[src/rtl/noc_axi4_write_responder.sv]
// rtl/noc_axi4_write_responder.sv - AXI4 write responder gathering one burst into a cache-line write
module noc_axi4_write_responder #(
    parameter int DAT_W  = 64,
    parameter int LINE_W = 512,
    parameter int ID_W   = 16,
    parameter int ADDR_W = 64
) (
    input  logic                  clk,
    input  logic                  rst,
    input  logic [ID_W-1:0]       s_axi_awid,
    input  logic [ADDR_W-1:0]     s_axi_awaddr,
    input  logic [7:0]            s_axi_awlen,
    input  logic [2:0]            s_axi_awsize,
    input  logic [1:0]            s_axi_awburst,
    input  logic                  s_axi_awvalid,
    output logic                  s_axi_awready,
    input  logic [DAT_W-1:0]      s_axi_wdata,
    input  logic [DAT_W/8-1:0]    s_axi_wstrb,
    input  logic                  s_axi_wlast,
    input  logic                  s_axi_wvalid,
    output logic                  s_axi_wready,
    output logic [ID_W-1:0]       s_axi_bid,
    output logic [1:0]            s_axi_bresp,
    output logic                  s_axi_bvalid,
    input  logic                  s_axi_bready,
    output logic                  line_val,
    output logic [ADDR_W-1:0]     line_addr,
    output logic [LINE_W-1:0]     line_data,
    output logic [LINE_W/8-1:0]   line_strb,
    input  logic                  line_rdy
);
    localparam int MAX_BEATS  = LINE_W / DAT_W;
    localparam int STRB_W     = DAT_W / 8;
    localparam int BEAT_SHIFT = $clog2(STRB_W);
    localparam int LINE_SHIFT = $clog2(LINE_W / 8);
    localparam int SLOT_W     = (MAX_BEATS > 1) ? $clog2(MAX_BEATS) : 1;

    localparam logic [8:0]        MAX_LEN     = 9'(MAX_BEATS - 1);
    localparam logic [2:0]        BEAT_SIZE   = 3'(BEAT_SHIFT);
    localparam logic [SLOT_W-1:0] SLOT_MASK   = SLOT_W'(MAX_BEATS - 1);
    localparam logic [1:0]        BURST_INCR  = 2'b01;
    localparam logic [1:0]        RESP_OKAY   = 2'b00;
    localparam logic [1:0]        RESP_SLVERR = 2'b10;

    typedef enum logic [1:0] {IDLE, DATA, WRITE, RESP} state_t;

    state_t             state;
    state_t             state_next;
    logic [ADDR_W-1:0]  addr;
    logic [7:0]         len;
    logic [7:0]         beat_cnt;
    logic               err;
    logic               aw_hs;
    logic               w_hs;
    logic               aw_err;
    logic               last_beat;
    logic               wlast_bad;
    logic [SLOT_W-1:0]  slot;

    assign aw_hs     = s_axi_awvalid & s_axi_awready;
    assign w_hs      = s_axi_wvalid & s_axi_wready;
    assign last_beat = (beat_cnt == len);
    // wlast must coincide exactly with the final counted beat
    assign wlast_bad = s_axi_wlast ^ last_beat;

    // Burst shapes that cannot be gathered into one line are rejected up front
    assign aw_err = (s_axi_awburst != BURST_INCR)
                  | ({1'b0, s_axi_awlen} > MAX_LEN)
                  | (s_axi_awsize > BEAT_SIZE)
                  | ((s_axi_awsize < BEAT_SIZE) & (s_axi_awlen != 8'd0));

    // Beats fill consecutive line slots starting at the address slot, wrapping within the line
    assign slot = (SLOT_W'(addr >> BEAT_SHIFT) + SLOT_W'(beat_cnt)) & SLOT_MASK;

    assign line_addr = {addr[ADDR_W-1:LINE_SHIFT], {LINE_SHIFT{1'b0}}};

    // State register
    always_ff @(posedge clk) begin
        if (rst) begin
            state <= IDLE;
        end else begin
            state <= state_next;
        end
    end

    // Next-state decode
    always_comb begin
        state_next = state;
        case (state)
            IDLE: begin
                if (aw_hs) state_next = DATA;
            end
            DATA: begin
                if (w_hs && last_beat) state_next = (err | wlast_bad) ? RESP : WRITE;
            end
            WRITE: begin
                if (line_rdy) state_next = RESP;
            end
            RESP: begin
                if (s_axi_bready) state_next = IDLE;
            end
            default: state_next = IDLE;
        endcase
    end

    // Handshake outputs are pure functions of the state
    always_comb begin
        s_axi_awready = 1'b0;
        s_axi_wready  = 1'b0;
        line_val      = 1'b0;
        s_axi_bvalid  = 1'b0;
        case (state)
            IDLE:    s_axi_awready = 1'b1;
            DATA:    s_axi_wready  = 1'b1;
            WRITE:   line_val      = 1'b1;
            RESP:    s_axi_bvalid  = 1'b1;
            default: s_axi_awready = 1'b0;
        endcase
    end

    // Burst context, beat gathering and response status
    always_ff @(posedge clk) begin
        if (rst) begin
            addr        <= '0;
            len         <= '0;
            beat_cnt    <= '0;
            err         <= 1'b0;
            s_axi_bid   <= '0;
            s_axi_bresp <= RESP_OKAY;
            line_data   <= '0;
            line_strb   <= '0;
        end else begin
            if (aw_hs) begin
                s_axi_bid <= s_axi_awid;
                addr      <= s_axi_awaddr;
                len       <= s_axi_awlen;
                beat_cnt  <= '0;
                err       <= aw_err;
                line_strb <= '0;
            end
            if (w_hs) begin
                if (!err) begin
                    for (int s = 0; s < MAX_BEATS; s++) begin
                        if (slot == SLOT_W'(s)) begin
                            line_data[s*DAT_W +: DAT_W]   <= s_axi_wdata;
                            line_strb[s*STRB_W +: STRB_W] <= s_axi_wstrb;
                        end
                    end
                end
                beat_cnt <= beat_cnt + 8'd1;
                if (wlast_bad) err <= 1'b1;
                if (last_beat) s_axi_bresp <= (err | wlast_bad) ? RESP_SLVERR : RESP_OKAY;
            end
            if ((state == WRITE) && line_rdy) begin
                s_axi_bresp <= RESP_OKAY;
            end
        end
    end
endmodule

[config.mk]
export PLATFORM = sky130hd
export DESIGN_NAME = noc_axi4_write_responder
export DESIGN_NICKNAME = d
export VERILOG_FILES = /design/src/rtl/noc_axi4_write_responder.sv
export SDC_FILE = /design/constraint.sdc
export NUM_CORES = 1
export LEC_CHECK = 0
export ABC_AREA = 1
export BUFFER_PORTS_ARGS = -buffer_cell sky130_fd_sc_hd__buf_2
export CAP_MARGIN = 20
export CORE_AREA = 5 5 324 326
export DETAILED_ROUTE_END_ITERATION = 7
export DIE_AREA = 0 0 329 331
export HOLD_SLACK_MARGIN = 0.15
export PLACE_DENSITY = 0.45
export SLEW_MARGIN = 20
export SYNTH_ARGS = -nofsm -noshare
export SYNTH_HDL_FRONTEND = slang
export SYNTH_SLANG_ARGS = --single-unit
[constraint.sdc]
create_clock -name clk -period 2.5 [get_ports clk]
set_input_delay 0.125 -clock clk [delete_from_list [all_inputs] [get_ports clk]]
set_output_delay 0.125 -clock clk [all_outputs]
set_load 0.02 [all_outputs]
; Word level (Yosys, flattened, before mapping)
; Index checks and enable logic that the tools add are counted.
[op_classes]
n_addsub = 2
n_lt_le_gt_ge = 3
n_eq_ne = 16
muxes = 27
bitwise_logic = 9
reduce_logical = 17
[op_table]
columns = operator, n
row1 = $mux W64, 3
row2 = $mux W8, 10
row3 = $reduce_and A3 Y1, 8
row4 = $eq A3 B3 Y1 const B, 4
row5 = $mux W2, 5
row6 = $add A8 B1 Y8 const B, 1
row7 = $eq A8 B8 Y1, 1
row8 = $gt A8 B3 Y1 const B, 1
row9 = $mux W1, 8
row10 = $ne A2 B2 Y1 const B, 4
row11 = $pmux W2 S4, 1
row12 = $reduce_bool A8 Y1, 1
row13 = $eq A3 B2 Y1 const B, 2
row14 = $eq A2 B2 Y1 const B, 2
row15 = $or A1 B1 Y1, 4
row16 = $reduce_and A4 Y1, 1
row17 = $add A3 B3 Y3, 1
row18 = $and A1 B1 Y1, 3
row19 = $eq A3 B1 Y1 const B, 1
row20 = $gt A3 B2 Y1 const B, 1
row21 = $logic_not A3 Y1, 1
row22 = $lt A3 B2 Y1 const B, 1
row23 = $eq A2 B1 Y1 const B, 1
row24 = $logic_and A1 B1 Y1, 2
row25 = 7 further kinds, 7
[word_totals]
ff_bits = 677
inputBits = 172
elab_cells = 90

; Logic depth before layout (Yosys ltp)
; Gate-level depths: netlist of run 1.
[logic_depth]
word_depth = 7
ltp_mapped = 13
depth_no_buf = 12

; Worst setup path after synthesis of run 1
; No wires, ideal clock.
[synth_path]
path_type = register to register
startpoint = register beat_cnt[0]
endpoint = register line_data[181]
t_arrival_ns = 2.168
required_ns = 2.384
path_slack_ns = 0.217
stages_incl_launch_ff = 10
period_less_slack_ns = 2.283
cell_sequence = dfxtp_1 -> ha_1 -> inv_1 -> fa_1 -> nor4_1 -> nand2_2 -> buf_2 -> buf_2 -> o21ai_0 -> nor2_1
[synth_between]
elab_chain_len = 3
[synth_lines]
columns = element, line_no
row1 = from (decl), 51  ; logic [7:0] beat_cnt;
row2 = from (signal assigned), 150  ; beat_cnt <= beat_cnt + 8'd1;
row3 = $add A3 B3 Y3, 73  ; assign slot = (SLOT_W'(addr >> BEAT_SHIFT) + SLOT_W'(beat_cnt)) & SLOT_MASK;
row4 = $eq A3 B2 Y1, 144  ; if (slot == SLOT_W'(s)) begin
row5 = $reduce_and A3 Y1 (no line), --
row6 = "to (signal, indexed assignment)", 145  ; line_data[s*DAT_W +: DAT_W] <= s_axi_wdata;
row7 = to (decl), 28  ; output logic [LINE_W-1:0] line_data,
; Every way passes these cells.
; A chain may end at the register's enable or synchronous reset.

; Final worst setup path of run 1
[layout_path]
startpoint = register addr[3]
endpoint = register line_strb[42]
[layout_between]
elab_chain_len = 5
[layout_lines]
columns = element, line_no
row1 = from (decl), 49  ; logic [ADDR_W-1:0] addr;
row2 = from (signal assigned), 135  ; addr <= s_axi_awaddr;
row3 = $add A3 B3 Y3, 73
row4 = $eq A3 B3 Y1, 144
row5 = $mux W8, 144
row6 = $mux W64, 142  ; if (!err) begin
row7 = $mux W64, 141  ; if (w_hs) begin
row8 = "to (signal, indexed assignment)", 146  ; line_strb[s*STRB_W +: STRB_W] <= s_axi_wstrb;
row9 = to (decl), 29  ; output logic [LINE_W/8-1:0] line_strb,
; Every way passes these cells.

==> flow_summary.yaml, run 1 <==
outcome:
  run_status: "complete, no violations"
global_route:
  first_global_vias: 23128
  tot_gr_track_use_pct: 19.85
  grt_max_degree: 152
  globalRouteOverflowTotal: 0
  grt_first_pass_wirelength_um: 161500
  antenna_found_initial: 8
die:
  core.rowCount: 117
  initial_core_util_pct: 23.89
  placeableCoreArea_um2: 101400
  dieHeight_um: 331
  die_span_in_x_um: 329
  design.die.area_um2: 108900
  floorplan.io_pins: 834
setup_path:
  cp_max_fo: 6
  worst_path_max_delay_cell: "fa_2"
  timing.critical_path.from_type: "register"
  kind_of_cell_adding_the_most_delay_to_the_critical_path: "buffers and inverters"
  worst_setup_ep_type: "register"
  crit_path_cell_trace: "ha_4, inv_2, fa_2, inv_2, buf_4, nor4_4, buf_4, buf_8, nand2_8, clkbuf_16, o21ai_2, a21oi_2"
  worstPathRequired_ns: 3.03
  cp_data_arrival_time_ns: 2.93
  critical_path_buf_inv_count: 6
  critical-path-max-stage-delay_ns: 0.60
  critical_setup_path_kind: "register to register"
sta:
  setup_tns_ns: 0
  clock.fmax_mhz: 417.3
  post-route-worst-setup-slack_ns: 0.1037
  post-route-min-period_ns: 2.396
  clock-skew-final_ns: 0.03227
  drv_slew: 0
  fin_crit_sh_pct: 95.85
  final.hold.worst_slack_ns: 0.2805
  slew-limit-headroom_pct: 42.25
  worst_pin_slew_ns: 0.8662
  finalHoldViolCount: 0
  setup-violations-final: 0
clocking:
  worst_skew_pair.late_latency_ns: 0.65
  tritoncts.num_buffers: 80
  clock_path_buffers: 3
  clock_tree.htree_level_count: 3
  clkTransAtPathRegs_ns: 0.06
  cts_tree: "yes"
  root_buffer: "clkbuf_16"
  numClockSinks: 673
synthesis:
  synth_sequential_area_ratio_pct: 55.59
  synth_area_per_cell_um2: 7.856
  post_synthesis_cells: 3085
  synth_area_um2: 24230
  synthArstFlopShare_pct: 0
  dominantRegCellSynth: "dfxtp_1"
  number_of_flops_mapped_to_enable_cells_by_yosys: 0
  yosysWarningCount: 0
  synth_cell_types: 34
  yosys_register_bits: 673
routing:
  firstDrtPassIters: 5
  wire_per_inst_um: 21.35
  drt_wl_total_um: 116500
  route.antenna.remaining_nets: 0
  drtIter0Drc: 1556
  remaining_drc_errors: 0
  route.detailed.vias_per_inst: 4.430
  vias: 24168
worst_hold_path:
  holdCritPathClass: "input port to register"
finish:
  stdcell_area_um2: 34860
  layout-area-overhead-vs-synth_pct: 43.83
  num-nets-final: 4212
  seq_area_um2: 13480
  fin_util_pct: 34.36
  drive_gt1_share_pct: 27.04
  final.fill_count: 10846
  multiInputGateArea_um2: 9269
  final_cell_count_no_fill: 5456
placement:
  hpwlAfterDp_um: 78010
  dp_worst_setup_slack_ns: -0.05737
  place_area_um2: 29870
  globalplace.congestion: 0.8016
  io_buffers: 823
  placed_cells_incl_taps: 5098
power_and_ir_drop:
  static-leakage-power_nw: 15.23
  p_total_mw: 28.48
  irDropWorstVdd_uv: 411.0
  power_density_nw_per_um2: 816.9
run:
  cap_violations: 0
-- logic make-up (layout without fill, tap and decap cells) --
logic type | count (synthesis) | count (layout) | share of synthesized area [%]
simple gates | 1308 | 1310 | 20.96
other cells | 1 | 8 | 0.01547
xor+xnor | 4 | 4 | 0.1756
buf+inv | 337 | 1331 | 7.001
compound gates | 755 | 755 | 15.86
flops | 673 | 673 | 55.59
fa+ha+maj | 7 | 7 | 0.3924
-- where the power goes --
| part | internal [mW] | switching [mW] | total [mW] |
|---|---|---|---|
| logic | 1.77 | 3.49 | 5.26 |
| registers | 11.5 | 0.380 | 11.8 |
| clock network | 6.61 | 4.77 | 11.4 |
| total | 19.8 | 8.64 | 28.5 |
-- state kept, by name, summed over array words and instances (netlist names) --
name / count
err: 1
addr: 61
s_axi_bid: 16
state: 2
s_axi_bresp: 1
line_data: 512
beat_cnt: 8
line_strb: 64
len: 8
-- what timing repair did --
item                                    CTS  global route
hold buffers                            206             0
endpoints found under the hold margin   668             0
buffers inserted                          1             4
gates cloned                              0            10
pin swaps                                 1             6
endpoints found under the setup margin  147           387
resized for setup                         4            47
-- area by class of cell --
class	count	area share, %
Antenna cell	1	0.007179
Clock buffer	119	6.773
Clock inverter	17	0.4056
Inverter	45	0.5707
Multi-Input combinational cell	2083	26.59
Sequential cell	673	38.66
Tap cell	1368	4.910
Timing Repair Buffer	1150	22.08
-- worst paths after layout --
check / start / endpoint / slack [ns] / cells after the start
min reg2reg: line_data[327] / line_data[327] / 0.46 / 2
max: addr[3] / line_strb[42] / 0.10 / 12
max reg2reg: addr[3] / line_strb[42] / 0.10 / 12
min: s_axi_awaddr[24] / addr[24] / 0.28 / 4
-- worst reg2reg max path, stage by stage, from the launching register on --
cell and delay (ns):
dfxtp_2 0.34, ha_4 0.12, inv_2 0.03, fa_2 0.60, inv_2 0.05, buf_4 0.13, nor4_4 0.11, buf_4 0.19
buf_8 0.15, nand2_8 0.13, clkbuf_16 0.24, o21ai_2 0.14, a21oi_2 0.04
-- cells in the mapped netlist, types with 2 or more instances --
| cell | instances | area (µm²) |
|---|---|---|
| xnor2_1 | 3 | 26.28 |
| inv_1 | 35 | 131.4 |
| inv_2 | 9 | 33.78 |
| nor2_1 | 964 | 3618 |
| a21oi_1 | 209 | 1046 |
| o21ai_0 | 513 | 2567 |
| nand2_2 | 8 | 50.05 |
| nor4_2 | 2 | 25.02 |
| buf_4 | 93 | 698.2 |
| a211oi_1 | 19 | 142.6 |
| nand2_1 | 251 | 942.2 |
| ha_1 | 6 | 75.07 |
| nand3_1 | 71 | 355.3 |
| nand4_1 | 3 | 18.77 |
| clkbuf_2 | 6 | 30.03 |
| o21ai_1 | 7 | 35.03 |
| clkbuf_1 | 138 | 518.0 |
| nor4_1 | 2 | 12.51 |
| buf_2 | 54 | 270.3 |
| nor3_1 | 5 | 25.02 |
| o22ai_1 | 2 | 12.51 |
| dfxtp_1 | 673 | 13470 |
-- placed cells by master, fill, tap and decap left out, types with 34 or more instances in the layout --
master | Yosys | final
a21oi_1 | 209 | 208
buf_12 | 0 | 34
buf_2 | 54 | 822
buf_4 | 93 | 72
clkbuf_16 | 0 | 89
dfxtp_1 | 673 | 671
dlygate4sd3_1 | 0 | 206
nand2_1 | 251 | 241
nand3_1 | 71 | 71
nor2_1 | 964 | 964
o21ai_0 | 513 | 503
-- routing by layer --
layer / vias up / GRT usage, % / wire (µm)
met5: - / 0 / 0
met4: 0 / 7.408 / 3940
met3: 145 / 5.873 / 8931
met2: 755 / 33.50 / 54940
met1: 11418 / 24.00 / 48670
li1: 11850 / - / -
Power figures use the tool's default switching activity.
==> inputs of run 2 (changes only) <==
- CELL_PAD_IN_SITES_DETAIL_PLACEMENT: default -> 1
- CELL_PAD_IN_SITES_GLOBAL_PLACEMENT: default -> 2
- PLACE_DENSITY: 0.45 -> 0.71
==> run 2 against run 1 <==
Against the previous run: register-to-register slack is essentially flat; power grew 2.6%; hold slack lost 0.0043 ns; sequential power is essentially flat; final area shrank 0.76%; cell count shrank 0.75%; global-route usage grew 1.0 points; wire length grew 4.4%; utilization shrank 0.26 points; largest cell class unchanged; count of clock-buffer cells in the layout shrank 1; clock power grew 5%; fmax shrank 0.42%.
==> flow_summary.yaml, run 2 (synthesis gave the netlist of run 1 again) <==
sta:
  clock-skew-final_ns: 0.02932
  post-route-min-period_ns: 2.406
  clock.fmax_mhz: 415.6
  slew-limit-headroom_pct: 47.16
  fin_crit_sh_pct: 96.26
  drv_slew: 0
  post-route-worst-setup-slack_ns: 0.09360
  worst_pin_slew_ns: 0.7926
  setup-violations-final: 0
  finalHoldViolCount: 0
die:
  die_span_in_x_um: 329
  floorplan.io_pins: 834
  design.die.area_um2: 108900
  initial_core_util_pct: 23.89
  core.rowCount: 117
  placeableCoreArea_um2: 101400
  dieHeight_um: 331
power_and_ir_drop:
  switching_share_pct: 30.11
  power_frac_seq_pct: 40.6
  p_total_mw: 29.22
  share_comb_of_total_power_pct: 18.2
  irDropWorstVdd_uv: 466.1
  power.clock.fraction_pct: 41.2
  cellInternalPower_mw: 20.42
  static-leakage-power_nw: 15.13
  power_density_nw_per_um2: 844.7
  netSwitchingPower_mw: 8.797
setup_path:
  cp_max_fo: 44
  worstReg2RegStart: "addr[3]"
  worst_path_max_delay_cell: "fa_2"
  critical_setup_path_kind: "register to register"
  worstPathRequired_ns: 3.03
  kind_of_cell_adding_the_most_delay_to_the_critical_path: "adder cells"
  critical-path-max-stage-delay_ns: 0.58
  crit_path_cell_trace: "ha_1, inv_1, fa_2, inv_2, nor4_4, buf_4, nand2_8, buf_12, o21ai_0, nor2_1"
  timing.critical_path.from_type: "register"
  cp_data_arrival_time_ns: 2.94
  critical_path_startpoint: "addr[3]"
  critical_path_buf_inv_count: 4
  worst_setup_ep_type: "register"
global_route:
  first_global_vias: 24646
  globalRouteOverflowTotal: 0
  tot_gr_track_use_pct: 20.87
  grt_max_degree: 152
  antenna_found_initial: 5
  grt_first_pass_wirelength_um: 170800
placement:
  io_buffers: 823
  hpwlAfterDp_um: 82590
  globalplace.congestion: 0.7772
  dp_worst_setup_slack_ns: -0.05153
  place_area_um2: 29810
routing:
  routed.top_layer: "met4"
  firstDrtPassIters: 7
  met1Wirelength_um: 48800
  drt_wl_total_um: 121600
  met2_length_um: 58810
  met3WireLength_um: 9364
  remaining_drc_errors: 0
  wire_per_inst_um: 22.46
  drtIter0Drc: 1050
  route.detailed.vias_per_inst: 4.506
  route.antenna.remaining_nets: 0
  vias: 24401
run:
  cap_violations: 0
finish:
  reg_top3: "line_data: 512 flops, line_strb: 64 flops, addr: 61 flops"
  drive_gt1_share_pct: 26.61
  largest-register: "line_data"
  final.fill_count: 12349
  fin_util_pct: 34.10
  num-nets-final: 4163
  largest_register_ff_count: 512
  layout.cells.most_common: "nor2_1"
  most_used_cells_in_the_layout_excluding_fill_and_tap_cells: "nor2_1, buf_2, dfxtp_1, o21ai_0, nand2_1"
  stdcell_area_um2: 34590
  layout-area-overhead-vs-synth_pct: 42.73
clocking:
  clock_tree.htree_level_count: 3
  worst_skew_pair.late_latency_ns: 0.66
  cts_tree: "yes"
  tritoncts.num_buffers: 82
  numClockSinks: 673
  root_buffer: "clkbuf_16"
  clkTransAtPathRegs_ns: 0.06
  clock_path_buffers: 3
outcome:
  run_status: "complete, no violations"
worst_hold_path:
  holdCritPathClass: "input port to register"
  hp-start: "s_axi_awaddr[45]"
==> run 2: power groups by stage <==
stage	clock, mW	combinational, mW	sequential (mW)
final	12.0	5.32	11.9
after global routing	12.8	5.81	11.9
after CTS	12.4	5.25	11.9
after detailed placement	0	4.97	12.1
after global placement	0	4.94	12.1
after floorplan	0	2.64	12.5
==> run 2: final timing paths <==
check             cells after the start        endpoint  slack [ns]
setup / recovery                     10   line_data[51]        0.09
hold / removal                        4        addr[45]        0.28
setup reg to reg                     10   line_data[51]        0.09
hold reg to reg                       2  line_data[341]        0.46
==> run 2: layout make-up <==
cell class	count	area, µm²	share of cell area, %
Sequential cell	673	13470	38.95
Clock inverter	22	280.3	0.8102
Timing Repair Buffer	1101	7323	21.17
Inverter	45	210.2	0.6077
Multi-Input combinational cell	2081	9166	26.50
Clock buffer	118	2409	6.963
Tap cell	1368	1712	4.948
Antenna cell	7	17.52	0.05064
==> run 2: stage by stage <==
| step | std cells | hold WS, ns | TNS (ns) |
|---|---|---|---|
| detailed placement | 5078 | 0.3831 | -0.09155 |
| global placement | 5078 | 0.3718 | -0.04620 |
| CTS | 5397 | 0.2025 | 0 |
| finish | 5415 | 0.2763 | 0 |
| floorplan | 3091 | 0.2684 | 0 |
| global route | 5410 | 0.2537 | -0.03549 |
==> run 2: worst register-to-register path, stage by stage, from the launching register on <==
cell and delay, ns:
dfxtp_1 0.34, ha_1 0.15, inv_1 0.05, fa_2 0.58
inv_2 0.08, nor4_4 0.22, buf_4 0.20, nand2_8 0.10
buf_12 0.21, o21ai_0 0.32, nor2_1 0.06
==> run 2: metal layers <==
layer / GRT usage, % / vias up
li1: - / 11753
met5: 0 / -
met1: 24.13 / 11803
met2: 36.25 / 659
met4: 7.026 / 0
met3: 7.084 / 186
==> run 2: repair_timing <==
item / 4_1_cts / 5_1_grt
hold buffers: 179 / 1
pin swaps: 0 / 1
cloned: 0 / 7
endpoints found under the hold margin: 658 / 2
resized for setup: 3 / 32
buffers inserted: 0 / 3
setup endpoints to repair: 2 / 186
==> inputs of run 3 (changes only) <==
==> constraint.sdc (replaced) <==
create_clock -name clk -period 2.5 [get_ports clk]
set_input_delay 0.25 -clock clk [delete_from_list [all_inputs] [get_ports clk]]
set_output_delay 0.25 -clock clk [all_outputs]
set_load 0.02 [all_outputs]
==> run 3 against run 2 <==
Against the previous run: setup slack worse by 0.061 ns; sequential share of layout area is 0.29 points lower; cell count is 0.33% higher; first-iteration DRC count is 6.2% higher; global-route usage hardly changed; register-to-register slack worse by 0.02 ns; final area is 0.78% higher; count of clock-buffer cells in the layout is 2 higher; fmax is 2.5% lower; hold slack worse by 0.057 ns; sequential power hardly changed.
==> flow_summary.yaml, run 3 (synthesis gave the netlist of run 1 again) <==
setup_path:
  worst_setup_ep_type: "register"
  kind_of_cell_adding_the_most_delay_to_the_critical_path: "buffers and inverters"
  cp_data_arrival_time_ns: 3.05
  critical_path_buf_inv_count: 6
  reg2reg_setup_slack_ns: 0.07
  critical-path-top-cell-by-count: "dlygate4sd3_1"
  crit_path_cell_trace: "dlygate4sd3_1, buf_6, inv_8, buf_12, o21ai_0, dlygate4sd3_1, a21oi_1, dlygate4sd3_1"
  critical-path-max-stage-delay_ns: 0.58
  cp_max_fo: 53
  worstReg2RegStart: "addr[3]"
  worst_path_max_delay_cell: "dlygate4sd3_1"
  timing.critical_path.from_type: "input port"
  worstPathRequired_ns: 3.09
  critical_setup_path_kind: "input port to register"
  critical_path_startpoint: "rst"
sta:
  slew-limit-headroom_pct: 43.54
  clock-skew-final_ns: 0.02044
  post-route-min-period_ns: 2.467
  clock.fmax_mhz: 405.3
  setup_tns_ns: 0
  worst_pin_slew_ns: 0.8470
  fin_crit_sh_pct: 98.69
  grt_setup_unrepaired: "yes"
  finalHoldViolCount: 0
  drv_slew: 0
  final.hold.worst_slack_ns: 0.2197
  setup-violations-final: 0
placement:
  globalplace.congestion: 0.7779
  io_buffers: 823
  hpwlAfterDp_um: 82950
  place_area_um2: 29870
  placed_cells_incl_taps: 5092
routing:
  route.detailed.vias_per_inst: 4.497
  drt_wl_total_um: 123400
  vias: 24432
  route.antenna.remaining_nets: 0
  firstDrtPassIters: 5
  remaining_drc_errors: 0
  drtIter0Drc: 1115
  wire_per_inst_um: 22.70
finish:
  num-nets-final: 4182
  drive_gt1_share_pct: 27.18
  largest_register_ff_count: 512
  most_used_cells_in_the_layout_excluding_fill_and_tap_cells: "nor2_1, buf_2, dfxtp_1, o21ai_0, nand2_1"
  layout.cells.most_common: "nor2_1"
  largest-register: "line_data"
  final_cell_count_no_fill: 5433
  stdcell_area_um2: 34860
  final.fill_count: 12341
  layout-area-overhead-vs-synth_pct: 43.85
  reg_top3: "line_data: 512 flops, line_strb: 64 flops, addr: 61 flops"
power_and_ir_drop:
  static-leakage-power_nw: 15.23
  irDropWorstVdd_uv: 420.7
  power_density_nw_per_um2: 836.7
die:
  floorplan.io_pins: 834
  dieHeight_um: 331
  core.rowCount: 117
  design.die.area_um2: 108900
  placeableCoreArea_um2: 101400
  initial_core_util_pct: 23.89
  die_span_in_x_um: 329
clocking:
  clkTransAtPathRegs_ns: 0.06
  numClockSinks: 673
  clock_path_buffers: 3
  root_buffer: "clkbuf_16"
  cts_tree: "yes"
  clock_tree.htree_level_count: 3
  worst_skew_pair.late_latency_ns: 0.66
  tritoncts.num_buffers: 80
worst_hold_path:
  holdCritPathClass: "input port to register"
  hp-start: "s_axi_bready"
global_route:
  grt_first_pass_wirelength_um: 169400
  tot_gr_track_use_pct: 20.83
  grt_max_degree: 152
  antenna_found_initial: 8
  globalRouteOverflowTotal: 0
  first_global_vias: 24605
outcome:
  run_status: "complete, no violations"
run:
  cap_violations: 0
run 3: cell count changes in the layout (fill, tap and decap cells not counted), moves of 3 or more:
cell and delta:
buf_12 -3, buf_16 +3, buf_4 +22, clkbuf_1 +7
clkbuf_16 +3, clkbuf_8 -3, clkinv_2 -3, diode_2 -4
dlygate4sd3_1 -9, o21ai_0 -28, o21ai_1 +26
run 3: stage by stage:
stage / utilization [%] / worst slack, ns / power, mW
finish: 34.36 / 0.03285 / 29.17
floorplan: - / 0.2166 / 15.15
detailed placement: 29.45 / 0.03790 / 17.03
CTS: 33.74 / 0.04268 / 29.43
global route: 34.36 / -0.09341 / 30.50
global placement: 29.45 / 0.03947 / 16.97
run 3: report_power, final:
part           internal (mW)  leakage [nW]  switching, mW
Sequential              11.5          5.44          0.390
Clock                   7.18          1.30           4.81
Combinational           1.76          8.50           3.58
run 3: area by class of cell:
class                   count  area (µm²)  area share [%]
clock buffers             120        2344           6.722
flip-flops and latches    673       13480           38.65
inverters                  45       236.5          0.6783
repair buffers           1122        7584           21.75
multi-input cells        2081        9203           26.40
well taps                1368        1712           4.910
clock inverters            21       300.3          0.8614
diodes                      3       7.507         0.02153
run 3: per-layer routing:
metal  global-route usage (%)  vias to the layer above  share of wire (%)
met5                        0                        -                  0
met4                    7.921                        0                4.1
met3                    6.625                      213                7.2
met2                    35.54                      694                 48
met1                    24.55                    11734                 41
li1                         -                    11791                  -
run 3: worst min-delay path, delay by kind of cell:
kind / cells / cell delay (ns)
AO/OA/AOI/OAI: 4 / 0.38
buffers and inverters: 1 / 0.10
AND/OR/NAND/NOR: 1 / 0.07
run 3: worst paths after layout:
kind / cells after the start / endpoint
setup / recovery: 8 / len[2]
hold / removal: 6 / state[0]
setup reg to reg: 11 / line_strb[16]
hold reg to reg: 2 / line_data[336]
run 3: what timing repair did:
action,in CTS,in global routing
gates cloned,0,11
gates resized for setup,1,86
setup endpoints to repair,1,215
pin swaps,0,8
hold buffers,170,1
buffers inserted,0,15
hold endpoints to repair,657,1
